### src/rtl/vga_pkg.sv
// vga_pkg: shared definitions for the VGA copper sequencer.
//   - copper FSM state encoding
//   - display-list entry field positions and field extraction helpers
//   - VGA peripheral register addresses (0x30..0x3C)
//   - peripheral write-size encodings
package vga_pkg;

  typedef enum logic [2:0] {
    ST_IDLE  = 3'd0,
    ST_FETCH = 3'd1,
    ST_WAIT  = 3'd2,
    ST_ISSUE = 3'd3,
    ST_DONE  = 3'd4
  } copper_state_e;

  // Display-list entry layout
  localparam int ENT_EOL_BIT    = 31;
  localparam int ENT_IRQ_BIT    = 30;
  localparam int ENT_WAIT_Y_MSB = 25;
  localparam int ENT_WAIT_Y_LSB = 16;
  localparam int ENT_ADDR_MSB   = 13;
  localparam int ENT_ADDR_LSB   = 8;
  localparam int ENT_VALUE_MSB  = 7;
  localparam int ENT_VALUE_LSB  = 0;

  // VGA peripheral register map
  localparam logic [5:0] REG_BG_COLOUR = 6'h30;
  localparam logic [5:0] REG_FG_COLOUR = 6'h31;
  localparam logic [5:0] REG_F2_COLOUR = 6'h32;
  localparam logic [5:0] REG_F3_COLOUR = 6'h33;
  localparam logic [5:0] REG_STRIDE    = 6'h34;
  localparam logic [5:0] REG_PIX_SIZE  = 6'h38;
  localparam logic [5:0] REG_MODE      = 6'h3C;

  // Bus write-size encodings
  localparam logic [1:0] WRITE_NONE = 2'b11;
  localparam logic [1:0] WRITE_BYTE = 2'b00;

  function automatic logic [9:0] entry_wait_y(input logic [31:0] entry);
    return entry[ENT_WAIT_Y_MSB:ENT_WAIT_Y_LSB];
  endfunction

  function automatic logic [5:0] entry_addr(input logic [31:0] entry);
    return entry[ENT_ADDR_MSB:ENT_ADDR_LSB];
  endfunction

  function automatic logic [7:0] entry_value(input logic [31:0] entry);
    return entry[ENT_VALUE_MSB:ENT_VALUE_LSB];
  endfunction

endpackage

### src/rtl/vga_copper_list.sv
// vga_copper_list: DEPTH x 32 display-list storage.
// Ports:
//   clk, rst_n        clock, async active-low reset (read register only)
//   we, waddr, wdata  single write port, written on the clock edge
//   re, raddr         registered read: rdata loads mem[raddr] when re is high
//   rdata             last fetched entry, stable until the next re
// The array itself is not reset; its contents survive rst_n.
module vga_copper_list #(
  parameter int DEPTH = 16,
  parameter int AW    = $clog2(DEPTH)
) (
  input  logic          clk,
  input  logic          rst_n,
  input  logic          we,
  input  logic [AW-1:0] waddr,
  input  logic [31:0]   wdata,
  input  logic          re,
  input  logic [AW-1:0] raddr,
  output logic [31:0]   rdata
);

  logic [31:0] mem_q [DEPTH];
  logic [31:0] rdata_q;

  // Entry storage write port
  always_ff @(posedge clk) begin
    if (we) begin
      mem_q[waddr] <= wdata;
    end
  end

  // Fetch register: holds the command being waited on / issued, so a
  // concurrent reprogram of the same slot cannot disturb it
  always_ff @(posedge clk or negedge rst_n) begin
    if (!rst_n) begin
      rdata_q <= 32'd0;
    end else if (re) begin
      rdata_q <= mem_q[raddr];
    end
  end

  assign rdata = rdata_q;

endmodule

### src/rtl/vga_copper_sequencer.sv
// vga_copper_sequencer: scanline-synchronous register sequencer ("copper")
// between the TinyQV bus and the VGA peripheral register write port.
// Replays a display list of (wait_y, reg, value) commands once per frame;
// CPU writes pass through combinationally and always win the port.
// Ports:
//   clk, rst_n                       clock, async active-low reset
//   enable                           run the list each frame when high
//   vga_y, vga_frame_start           scanline and frame-start pulse
//   prog_we, prog_addr, prog_data    display-list programming port
//   cpu_address/data_in/write_n      CPU write request (write_n 11 = none)
//   per_address/data/write_n         muxed write port to the VGA peripheral
//   busy                             list in progress (FETCH/WAIT/ISSUE)
//   copper_irq                       1-cycle pulse after an issued irq entry
// Optional build macro: COPPER_IRQ_EN enables copper_irq generation; when
// undefined copper_irq is tied low and entry bit 30 is ignored.
module vga_copper_sequencer
  import vga_pkg::*;
#(
  parameter int DEPTH = 16,
  parameter int AW    = $clog2(DEPTH)
) (
  input  logic          clk,
  input  logic          rst_n,
  input  logic          enable,
  input  logic [9:0]    vga_y,
  input  logic          vga_frame_start,
  input  logic          prog_we,
  input  logic [AW-1:0] prog_addr,
  input  logic [31:0]   prog_data,
  input  logic [5:0]    cpu_address,
  input  logic [31:0]   cpu_data_in,
  input  logic [1:0]    cpu_write_n,
  output logic [5:0]    per_address,
  output logic [31:0]   per_data,
  output logic [1:0]    per_write_n,
  output logic          busy,
  output logic          copper_irq
);

  copper_state_e state_q, state_d;
  logic [AW-1:0] index_q, index_d;
  logic [31:0]   cmd_s;
  logic          cpu_idle_s;
  logic          reached_s;
  logic          last_s;
  logic          issue_s;

  vga_copper_list #(
    .DEPTH(DEPTH),
    .AW   (AW)
  ) u_list (
    .clk  (clk),
    .rst_n(rst_n),
    .we   (prog_we),
    .waddr(prog_addr),
    .wdata(prog_data),
    .re   (state_q == ST_FETCH),
    .raddr(index_q),
    .rdata(cmd_s)
  );

  assign cpu_idle_s = (cpu_write_n == WRITE_NONE);
  assign reached_s  = (vga_y >= entry_wait_y(cmd_s));
  assign last_s     = cmd_s[ENT_EOL_BIT] || (index_q == AW'(DEPTH - 1));
  // A pending copper write is dropped on frame abort or disable
  assign issue_s    = (state_q == ST_ISSUE) && cpu_idle_s && enable && !vga_frame_start;
  assign busy       = (state_q == ST_FETCH) || (state_q == ST_WAIT) || (state_q == ST_ISSUE);

  // FSM state and list index registers
  always_ff @(posedge clk or negedge rst_n) begin
    if (!rst_n) begin
      state_q <= ST_IDLE;
      index_q <= {AW{1'b0}};
    end else begin
      state_q <= state_d;
      index_q <= index_d;
    end
  end

  // Next-state logic: disable beats frame start, frame start restarts the
  // list from any state (IDLE/DONE start, otherwise overrun abort)
  always_comb begin
    state_d = state_q;
    index_d = index_q;
    if (!enable) begin
      state_d = ST_IDLE;
    end else if (vga_frame_start) begin
      state_d = ST_FETCH;
      index_d = {AW{1'b0}};
    end else begin
      case (state_q)
        ST_FETCH: state_d = ST_WAIT;
        ST_WAIT: begin
          if (reached_s) begin
            state_d = ST_ISSUE;
          end else begin
            state_d = ST_WAIT;
          end
        end
        ST_ISSUE: begin
          if (!cpu_idle_s) begin
            state_d = ST_ISSUE;
          end else if (last_s) begin
            state_d = ST_DONE;
          end else begin
            state_d = ST_FETCH;
            index_d = index_q + AW'(1);
          end
        end
        ST_IDLE, ST_DONE: state_d = state_q;
        default: state_d = ST_IDLE;
      endcase
    end
  end

  // Peripheral port mux: CPU has priority, copper fills idle cycles,
  // outputs held at their reset values while rst_n is low
  always_comb begin
    per_address = cpu_address;
    per_data    = cpu_data_in;
    per_write_n = cpu_write_n;
    if (!rst_n) begin
      per_address = 6'd0;
      per_data    = 32'd0;
      per_write_n = WRITE_NONE;
    end else if (issue_s) begin
      per_address = entry_addr(cmd_s);
      per_data    = {24'd0, entry_value(cmd_s)};
      per_write_n = WRITE_BYTE;
    end else begin
      per_address = cpu_address;
      per_data    = cpu_data_in;
      per_write_n = cpu_write_n;
    end
  end

`ifdef COPPER_IRQ_EN
  logic irq_q, irq_d;
  logic unused_cmd_bits_s;

  assign irq_d             = issue_s && cmd_s[ENT_IRQ_BIT];
  assign unused_cmd_bits_s = ^{cmd_s[29:26], cmd_s[15:14]};

  // Interrupt pulse, one cycle after the write actually went out
  always_ff @(posedge clk or negedge rst_n) begin
    if (!rst_n) begin
      irq_q <= 1'b0;
    end else begin
      irq_q <= irq_d;
    end
  end

  assign copper_irq = irq_q;
`else
  logic unused_cmd_bits_s;

  assign unused_cmd_bits_s = ^{cmd_s[30:26], cmd_s[15:14]};
  assign copper_irq        = 1'b0;
`endif

endmodule

### config.mk
export PLATFORM = sky130hd
export DESIGN_NAME = vga_copper_sequencer
export DESIGN_NICKNAME = d
export VERILOG_FILES = /design/src/rtl/vga_pkg.sv /design/src/rtl/vga_copper_list.sv /design/src/rtl/vga_copper_sequencer.sv
export SDC_FILE = /design/constraint.sdc
export NUM_CORES = 1
export LEC_CHECK = 0
export ABC_AREA = 1
export CORE_MARGIN = 2
export CORE_UTILIZATION = 53
export CTS_CLUSTER_SIZE = 40
export DETAILED_ROUTE_END_ITERATION = 16
export MAX_ROUTING_LAYER = met4
export PLACE_DENSITY = 0.76
export SYNTH_ARGS = -nofsm -noshare
export SYNTH_HDL_FRONTEND = slang
export SYNTH_SLANG_ARGS = --single-unit
### constraint.sdc
create_clock -name clk -period 1.25 [get_ports clk]
set_input_delay 0.25 -clock clk [delete_from_list [all_inputs] [get_ports clk]]
set_output_delay 0.25 -clock clk [all_outputs]
set_load 0.01 [all_outputs]
# [Word level (Yosys, flattened, before mapping)]
# Memories as Yosys holds them, arrays and structs flattened. A register that Yosys moved wholly into a read port is not among the register bits.
# Index checks and enable logic that the tools add are counted.
[totals] ff_bits=7 wordCells=44 ram_bits=512 output_inout_bits=42 input_bits=91 mem_count=1
[memory_table] name="u_list.mem_q" depth=16 word_bits=32 read_ports=1 rd_clocked_by_memory_dff=1 write_ports=1 line_no="vga_copper_list.sv:22" rtl="logic [31:0] mem_q [DEPTH];"
[op_classes] n_reduce_logical=13 magnitude_cmp=1 addsub=1 n_eq_ne=8 muxes=18
[op_table] operator="$mux 32" count=2
[op_table] operator="$mux 4" count=4
[op_table] operator="$mux 3" count=4
[op_table] operator="$mux 6" count=2
[op_table] operator="$pmux 3 s4" count=1
[op_table] operator="$ge 10x10->1" count=1
[op_table] operator="$eq 3x2->1 const B" count=2
[op_table] operator="$add 4x1->4 const B" count=1
[op_table] operator="$eq 4x4->1 const B" count=1
[op_table] operator="$mux 2" count=2
[op_table] operator="$reduce_and 4->1" count=1
[op_table] operator="$reduce_bool 2->1" count=2
[op_table] operator="$eq 3x1->1 const B" count=1
[op_table] operator="$eq 3x3->1 const B" count=1
[op_table] operator="$logic_and 1x1->1" count=3
[op_table] operator="$logic_not 3->1" count=1
[op_table] operator="$logic_or 1x1->1" count=3
[op_table] operator="$mux 1" count=3
[op_table] operator="$ne 3x3->1 const B" count=1
[op_table] operator="$eq 2x2->1 const B" count=1
[op_table] operator="$logic_not 1->1" count=2
[op_table] operator="$ne 2x2->1 const B" count=1
[op_table] operator="$reduce_or 2->1" count=1

# [Logic depth before layout (Yosys ltp)]
[depth] depth_word=7 ltp_mapped=12 depth_no_buf=12

# [Modules after synthesis]
# A second synthesis with hierarchy kept.
[unflattened] cells_unflattened=2048 hier_area_um2=22989.5
[by_module_without_submodules] module="vga_copper_list" cells_per_inst=1842 seq_area_each_um2=16175.5 instances=1 area_each_um2=21839.7
[by_module_without_submodules] module="vga_copper_sequencer" cells_per_inst=206 seq_area_each_um2=175.2 instances=1 area_each_um2=1149.9

# [Worst setup path after synthesis]
# No wires, ideal clock.
[synth_path] kind="input -> register" start="input port prog_addr[2]" end="memory u_list.mem_q[10][0] (enable)" path_stages=2 setup_time_ns=0.407 path_slack_ns=-0.689 arrival_ns=1.533 path_buffers=0 path_cell_list="nand3b_1 -> nor2_1"
[synth_rtl] element="start, declared" line_no="vga_copper_sequencer.sv:28" rtl="input logic [AW-1:0] prog_addr,"
[synth_rtl] element="end, declared" line_no="vga_copper_list.sv:22"
# Straight into the memory's write port.

# [Final worst setup path]
[layout_path] start="register state_q[0]" end="output port per_data[3]"
[layout_between] elab_chain_len=6
[layout_rtl] element="start, declared" line_no="vga_copper_sequencer.sv:40" rtl="copper_state_e state_q, state_d;"
[layout_rtl] element="start signal, assigned" line_no="vga_copper_sequencer.sv:75" rtl="state_q <= state_d;"
[layout_rtl] element="$eq 3x2->1" line_no="vga_copper_sequencer.sv:66" rtl="assign issue_s = (state_q == ST_ISSUE) && cpu_idle_s && enable && !vga_frame_start;"
[layout_rtl] element="$logic_and 1x1->1 (3 in a row)" line_no="vga_copper_sequencer.sv:66"
[layout_rtl] element="$mux 32" line_no="vga_copper_sequencer.sv:126" rtl="end else if (issue_s) begin"
[layout_rtl] element="$mux 32" line_no="vga_copper_sequencer.sv:122" rtl="if (!rst_n) begin"
[layout_rtl] element="end, declared" line_no="vga_copper_sequencer.sv:34" rtl="output logic [31:0] per_data,"
# No other way between the ends.

==> results list <==
- The flow ran to the end, but the final reports show violations.
- The final reports fail on setup timing.
* Number of core rows: 67
* Switching component of the power: roughly 0.010 W
- The path class of the tightest hold or removal check is input port to flop.
- Routability-driven placement finished with a final weighted congestion of between 0.8 and 0.9.
- Clock tree from TritonCTS: yes
* Via count of the first global-routing pass: approximately 15000
- For the worst setup path, the data arrival time is just over 2 ns.
- The library cells used most frequently in the layout, excluding fill and tap cells, are nand2_1, edfxtp_1, nand2_2.
- Peak supply drop: between 0.0009 and 0.001 V
- Setup repair after global routing could not meet its margin everywhere.
- In this run the worst path has a maximum fanout of 5.
- Detail Route Antenna Nets: 0
* Fin crit period: around 2.3 ns
- STA classifies the critical path startpoint as a flop.
* Number of design-rule violations left by the first detailed-router iteration: 3000
* Cells traversed along the worst timing path: nand2_2 -> nor2_4 -> nand3_4 -> buf_12 -> buf_8 -> buf_6 -> nand2_1 -> a21oi_2 -> buf_2
- Of the available clock period, the critical path in the final layout requires 1.850.
- Clock share of power: 0.361
- From left edge to right edge, the die measures about 190 um.
- The number of hold violations in the final report came to 0.
- Total power: 0.03831 W
- The analysis attributes to cell leakage a power of between 10 and 15 nW.
- Of the total power, registers draw 0.432.
* #FFs+latches synth: between 400 and 500
- Fill cells in the final layout number about 1500.
- Before antenna repair, the detailed router went through 7 iterations.
* Die H: 188.7 um
- Critical path capture point type: primary output
- The largest total area in the synthesized netlist belongs to edfxtp_1.
- Post-placement setup slack: -1.012 ns
- Between clock sinks in the finished design, the worst skew comes to 0.01648 ns.
* Share of Yosys cell area claimed by the top area cell type: 0.6645
* Endpoint required time on the critical path: 1.00 ns
- Total gr overflow: 0
* Share of the yosys chip area belonging to registers: 0.7087
* Number of instances in the synthesized netlist: 1647
- Multi-input logic area: approximately 6500 um^2
- Static timing analysis puts the maximum clock frequency at around 430 MHz.
- Once layout is complete, the utilization of the core stands at 0.7981.
- Across every metal layer, demand over resource in global routing totals 0.3372.
- On the critical path, the stage with the largest delay is an instance of dfrtp_1.
- The floorplan step defined a die boundary enclosing between 30000 and 40000 um^2.
- In this design, the largest share of critical-path delay is due to buffers and inverters.
- Max-cap violations in this run came to 0.
* Pin count of the biggest net entering global routing: 36
* Number of nets in the layout: ~2100
- Maximum level of the CTS H-tree: 2
- The number of slew-limit violations in the final report is 0.
* Fraction of layout instances using a drive strength above 1: 0.3982
* Final setup vio count: about 70
* Net switching share of the total power: 0.2715
- The number of nets handed over by synthesis was approximately 1700.
- The initial utilization of the core area, before any placement, comes to 0.5391.
* Total internal power: 0.02791 W
- In this run the deepest clock path goes through 3 buffers.
- Pwr per Cell Area: about 1400 nW/um^2
- In the routed design, unresolved DRC markers number 0.
- The Yosys step of the flow raised 0 warnings.
- Synthesized cell area: 18080 um^2
* Transition time at the pin with the least slew margin: roughly 0.54 ns
* Routed length per instance: ~30 um
- Clock latency at the later pin of the worst-skew pair: around 0.56 ns
- Leaving out fill and tap cells, the most frequent cell in the layout is nand2_1.
* Combinational fraction of design power: 0.207
* Max-slew headroom at the worst pin: 0.6365
- The final layout contains routed wiring with a total length of about 74 mm.
- In the final layout, flip-flops and latches occupy 12820 um^2.
- Clock slew at reported path FFs: about 0.07 ns
* Sinks on the clock net: around 430
- Largest cells by area after synthesis: edfxtp_1, nand2_1, nand3_1, dfrtp_1, a21oi_1
- Avg Synthesized Cell Area: 10.98 um^2
- The number of buffers and inverters on the critical path is 4.
- Using the TritonRoute via totals, the vias-per-cell ratio works out to 6.616.
- Crit-path max cell delay: ~0.42 ns
* Vias: between 15000 and 20000
* Classification of the worst setup path: flop to primary output
* Wire length of the first global-routing pass: just under 90 mm
- The region available for standard cell placement spans about 34000 um^2.
* Setup slack after layout: -1.062 ns
- Yosys mapped the design onto 27 distinct sky130hd cell types.
- Port buffering added roughly 120 buffers.
- Inserted Clock Buffers: 42
- Root buffer cell: clkbuf_16
- Once detailed placement completed, the half-perimeter wirelength came to around 27 mm.
- Worst-case register-to-register setup slack: -0.89 ns
- Area growth syn-to-layout: 48.04%
- Number of antenna violations at the first check in global routing: 1
- 133 I/O pins were placed.
worst reg2reg max path, delay by kind of cell (launching register included):
family	cells	cell delay [ns]
simple gates	6	0.82
flops	1	0.51
buf+inv	6	0.75
flip-flops by register name, indices dropped and copies added (netlist names):
name	count
u_list.mem_q	400
state_q	3
index_q	4
u_list.rdata	25
routing by layer:
metal / wire length [um] / vias up / GRT usage
met3: 11520 / 600 / 0.07823
met1: 22800 / 7564 / 0.3970
met2: 33060 / 2010 / 0.5469
met4: 6417 / 0 / 0.1689
li1: - / 6320 / -
met5: 0 / - / -
cells in the mapped netlist:
library cell / count
nand4_1: 3
nor3b_1: 1
buf_4: 19
buf_2: 33
nand3_4: 1
dfrtp_1: 32
nor2_2: 2
ha_1: 11
nor2_4: 1
nand2_1: 697
buf_1: 8
buf_6: 11
nand3b_1: 2
edfxtp_1: 400
inv_1: 52
clkbuf_1: 14
nand2_2: 1
inv_2: 5
xor2_1: 1
nor2_1: 74
nand3_1: 206
conb_1: 1
a21oi_1: 66
nand3_2: 1
o211a_1: 1
a21o_1: 1
o21ai_0: 3
path summary, 6_finish.rpt:
kind	from	end	cells after the start
setup / recovery	state_q[0]$_DFFE_PN0P_	per_data[3]	9
hold / removal	prog_data[10]	u_list.mem_q[15][10]$_DFFE_PP_	2
setup reg to reg	index_q[0]$_DFFE_PN0P_	u_list.rdata[13]$_DFFE_PN0P_	12
hold reg to reg	u_list.rdata[25]$_DFFE_PN0P_	u_list.rdata[25]$_DFFE_PN0P_	2
max in group asynchronous	rst_n	index_q[1]$_DFFE_PN0P_	3
min in group asynchronous	rst_n	u_list.rdata[16]$_DFFE_PN0P_	3
timing repair:
item / CTS / global route
endpoints found under the hold margin: 32 / 0
gates resized for setup: 445 / 334
hold buffers: 1 / 0
pin swaps: 116 / 163
gates cloned: 35 / 10
setup endpoints to repair: 121 / 72
setup buffers: 52 / 42
kinds of logic after synthesis:
group                    Yosys count  synth area share
other                              1         0.0002074
flip-flops                       432            0.7087
XOR/XNOR                           1         0.0004846
buffers and inverters            142           0.04028
AND/OR/NAND/NOR                  989            0.2226
AO/OA/AOI/OAI                     71           0.02007
adder cells (fa/ha/maj)           11          0.007613
per-stage QoR:
step                      TNS, ns  instance area, um^2  cells  hold WS [ns]
after detailed placement  -260.94                21550   2296        0.3348
after floorplan            -53.55                18660   1647      -0.04559
after global placement    -250.70                21550   2296        0.3393
final                      -57.66                26760   2493        0.4649
after CTS                  -46.63                25220   2457        0.4664
after global routing       -60.18                26760   2493        0.4709
power groups by stage:
stage	combinational [W]	clock [W]	sequential, W
after global routing	0.00811	0.0142	0.0166
final	0.00793	0.0138	0.0165
after floorplan	0.00239	0	0.0167
after CTS	0.00614	0.0132	0.0165
after global placement	0.00387	0	0.0168
after detailed placement	0.00400	0	0.0168
layout make-up:
cell class	count	share of cell area
flip-flops and latches	432	0.4789
well taps	448	0.02095
diodes	1	0.00009351
inverters	57	0.009397
clock buffers	51	0.04133
multi-input cells	1073	0.2434
clock inverters	25	0.01211
repair buffers	404	0.1924
repair inverters	2	0.001356
(Power assumes the default switching activity.)
==> patch: new RTL, same flow settings <==
Encoding of `copper_state_e`: now one-hot (5 bits for 5 states).
--- a/src/rtl/vga_pkg.sv
+++ b/src/rtl/vga_pkg.sv
@@ -7,8 +7,8 @@
 
-  typedef enum logic [2:0] {
-    ST_IDLE  = 3'd0,
-    ST_FETCH = 3'd1,
-    ST_WAIT  = 3'd2,
-    ST_ISSUE = 3'd3,
-    ST_DONE  = 3'd4
+  typedef enum logic [4:0] {
+    ST_IDLE  = 5'b00001,
+    ST_FETCH = 5'b00010,
+    ST_WAIT  = 5'b00100,
+    ST_ISSUE = 5'b01000,
+    ST_DONE  = 5'b10000
   } copper_state_e;
Function: same outputs for any inputs over 4 cycles, from zero or initial values and one cycle with rst_n low; so few cycles prove little.
==> patch against the unedited design <==
The flow still finishes with violations (negative setup slack). Sequential cell count grew 2. Routed wire length shrank 18%. Design area shrank 6.8%. Count of clock-buffer cells in the layout grew 4. Synthesized area shrank 0.21%. Setup slack gained 0.061 ns. Clock skew shrank 0.0037 ns. Utilization shrank 5.4 points. Critical endpoint is now per_data[9].
Power is not compared: it rests on default switching activity, and its combinational part moved more than twofold at a synthesized area within 25%.
==> patch: results (changes against the unedited design) <==
{
  "status": {"value": "complete, but fails checks", "change": "unchanged"},
  "violations": {"value": "negative setup slack", "change": "unchanged"},
  "cpLargestDelayFamily": {"value": "simple AND/OR/NAND/NOR gates", "change": "was buffers and inverters"},
  "placedInstanceArea": {"value": 0.0214, "unit": "sq mm", "change": "was 0.0215 sq mm"},
  "m1WireLength": {"value": 19900, "unit": "microns", "change": "was 22800 microns"},
  "wl_per_cell": {"value": 25.1, "unit": "microns", "change": "was 29.6 microns"},
  "gp_congestion": {"value": 0.906, "change": "was 0.891"},
  "use_met1": {"value": 36.8, "unit": "%", "change": "was 39.7%"},
  "number_of_antenna_violations_at_the_first_check_in_global_routing": {"value": 0, "change": "was 1"},
  "grt_start_max_net_pins": {"value": 32, "change": "was 36"},
  "grt_pass1_vias": {"value": 14368, "change": "was 15152"},
  "peak_fanout_along_the_critical_path": {"value": 6, "change": "was 5"},
  "clk_share": {"value": 4.72, "unit": "%", "change": "was 5.34%"},
  "nFillCells": {"value": 1790, "change": "was 1481"},
  "min_path_type": {"value": "in -> async", "change": "was in -> reg"},
  "final.setup.worst_slack": {"value": -1.00, "unit": "ns", "change": "was -1.06 ns"},
  "synth-async-reset-ratio": {"value": 7.83, "unit": "%", "change": "was 7.41%"},
  "met2_track_utilization_from_global_routing": {"value": 50.4, "unit": "%", "change": "was 54.7%"},
  "grtUsageMet3": {"value": 6.00, "unit": "%", "change": "was 7.82%"},
  "dr_wl_met3": {"value": 7100, "unit": "microns", "change": "was 11500 microns"},
  "setup_viol": {"value": 75, "change": "was 72"},
  "seq-cell-share": {"value": 51.6, "unit": "%", "change": "was 47.9%"},
  "nMultiInputCombCells": {"value": 1055, "change": "was 1073"},
  "critPathSlowestCell": {"value": "sky130_fd_sc_hd__dfstp_2", "change": "was sky130_fd_sc_hd__dfrtp_1"},
  "syn-num-nets": {"value": 1734, "change": "was 1749"},
  "finish.net_count": {"value": 2033, "change": "was 2114"},
  "clock_insertion_delay_worst_skew": {"value": 0.54, "unit": "ns", "change": "was 0.56 ns"},
  "drive_above_1_share": {"value": 30.0, "unit": "%", "change": "was 39.8%"},
  "seq_area_frac_synth": {"value": 71.3, "unit": "%", "change": "was 70.9%"},
  "synth.area.top_cells": {"value": "sky130_fd_sc_hd__edfxtp_1 67%, sky130_fd_sc_hd__nand2_1 13%, sky130_fd_sc_hd__nand3_1 6.5%", "change": "was sky130_fd_sc_hd__edfxtp_1 66%, sky130_fd_sc_hd__nand2_1 14%, sky130_fd_sc_hd__nand3_1 5.7%"},
  "area_share_nonclk_buffers": {"value": 16.3, "unit": "%", "change": "was 19.2%"},
  "postCtsSetupRepairBufs": {"value": 27, "change": "was 52"},
  "total_power_mw": 31.6
}
## patch: path summary, 6_finish.rpt
check                                             start                             to  slack, ns  cells after the start
max reg2reg                      index_q[0]$_DFFE_PN0P_    u_list.rdata[0]$_DFFE_PN0P_      -0.61                     10
min                                               rst_n   u_list.rdata[11]$_DFFE_PN0P_       0.05                      2
min reg2reg                u_list.rdata[17]$_DFFE_PN0P_   u_list.rdata[17]$_DFFE_PN0P_       0.49                      2
min in group clk                           prog_addr[0]  u_list.mem_q[5][18]$_DFFE_PP_       0.46                      3
max                              state_q[0]$_DFFE_PN1P_                    per_data[9]      -1.00                      8
max in group asynchronous                         rst_n         state_q[0]$_DFFE_PN1P_       0.76                      3
## patch: kinds of logic after synthesis
family / after synthesis / share of synthesized area (%)
other: 1 / 0.0208
adders and majority gates: 11 / 0.763
DFF: 434 / 71.3
AOI/OAI and AO/OA: 76 / 2.14
buffers and inverters: 145 / 3.63
xor gates and xnor gates: 1 / 0.0486
and+or+nand+nor: 964 / 22.1
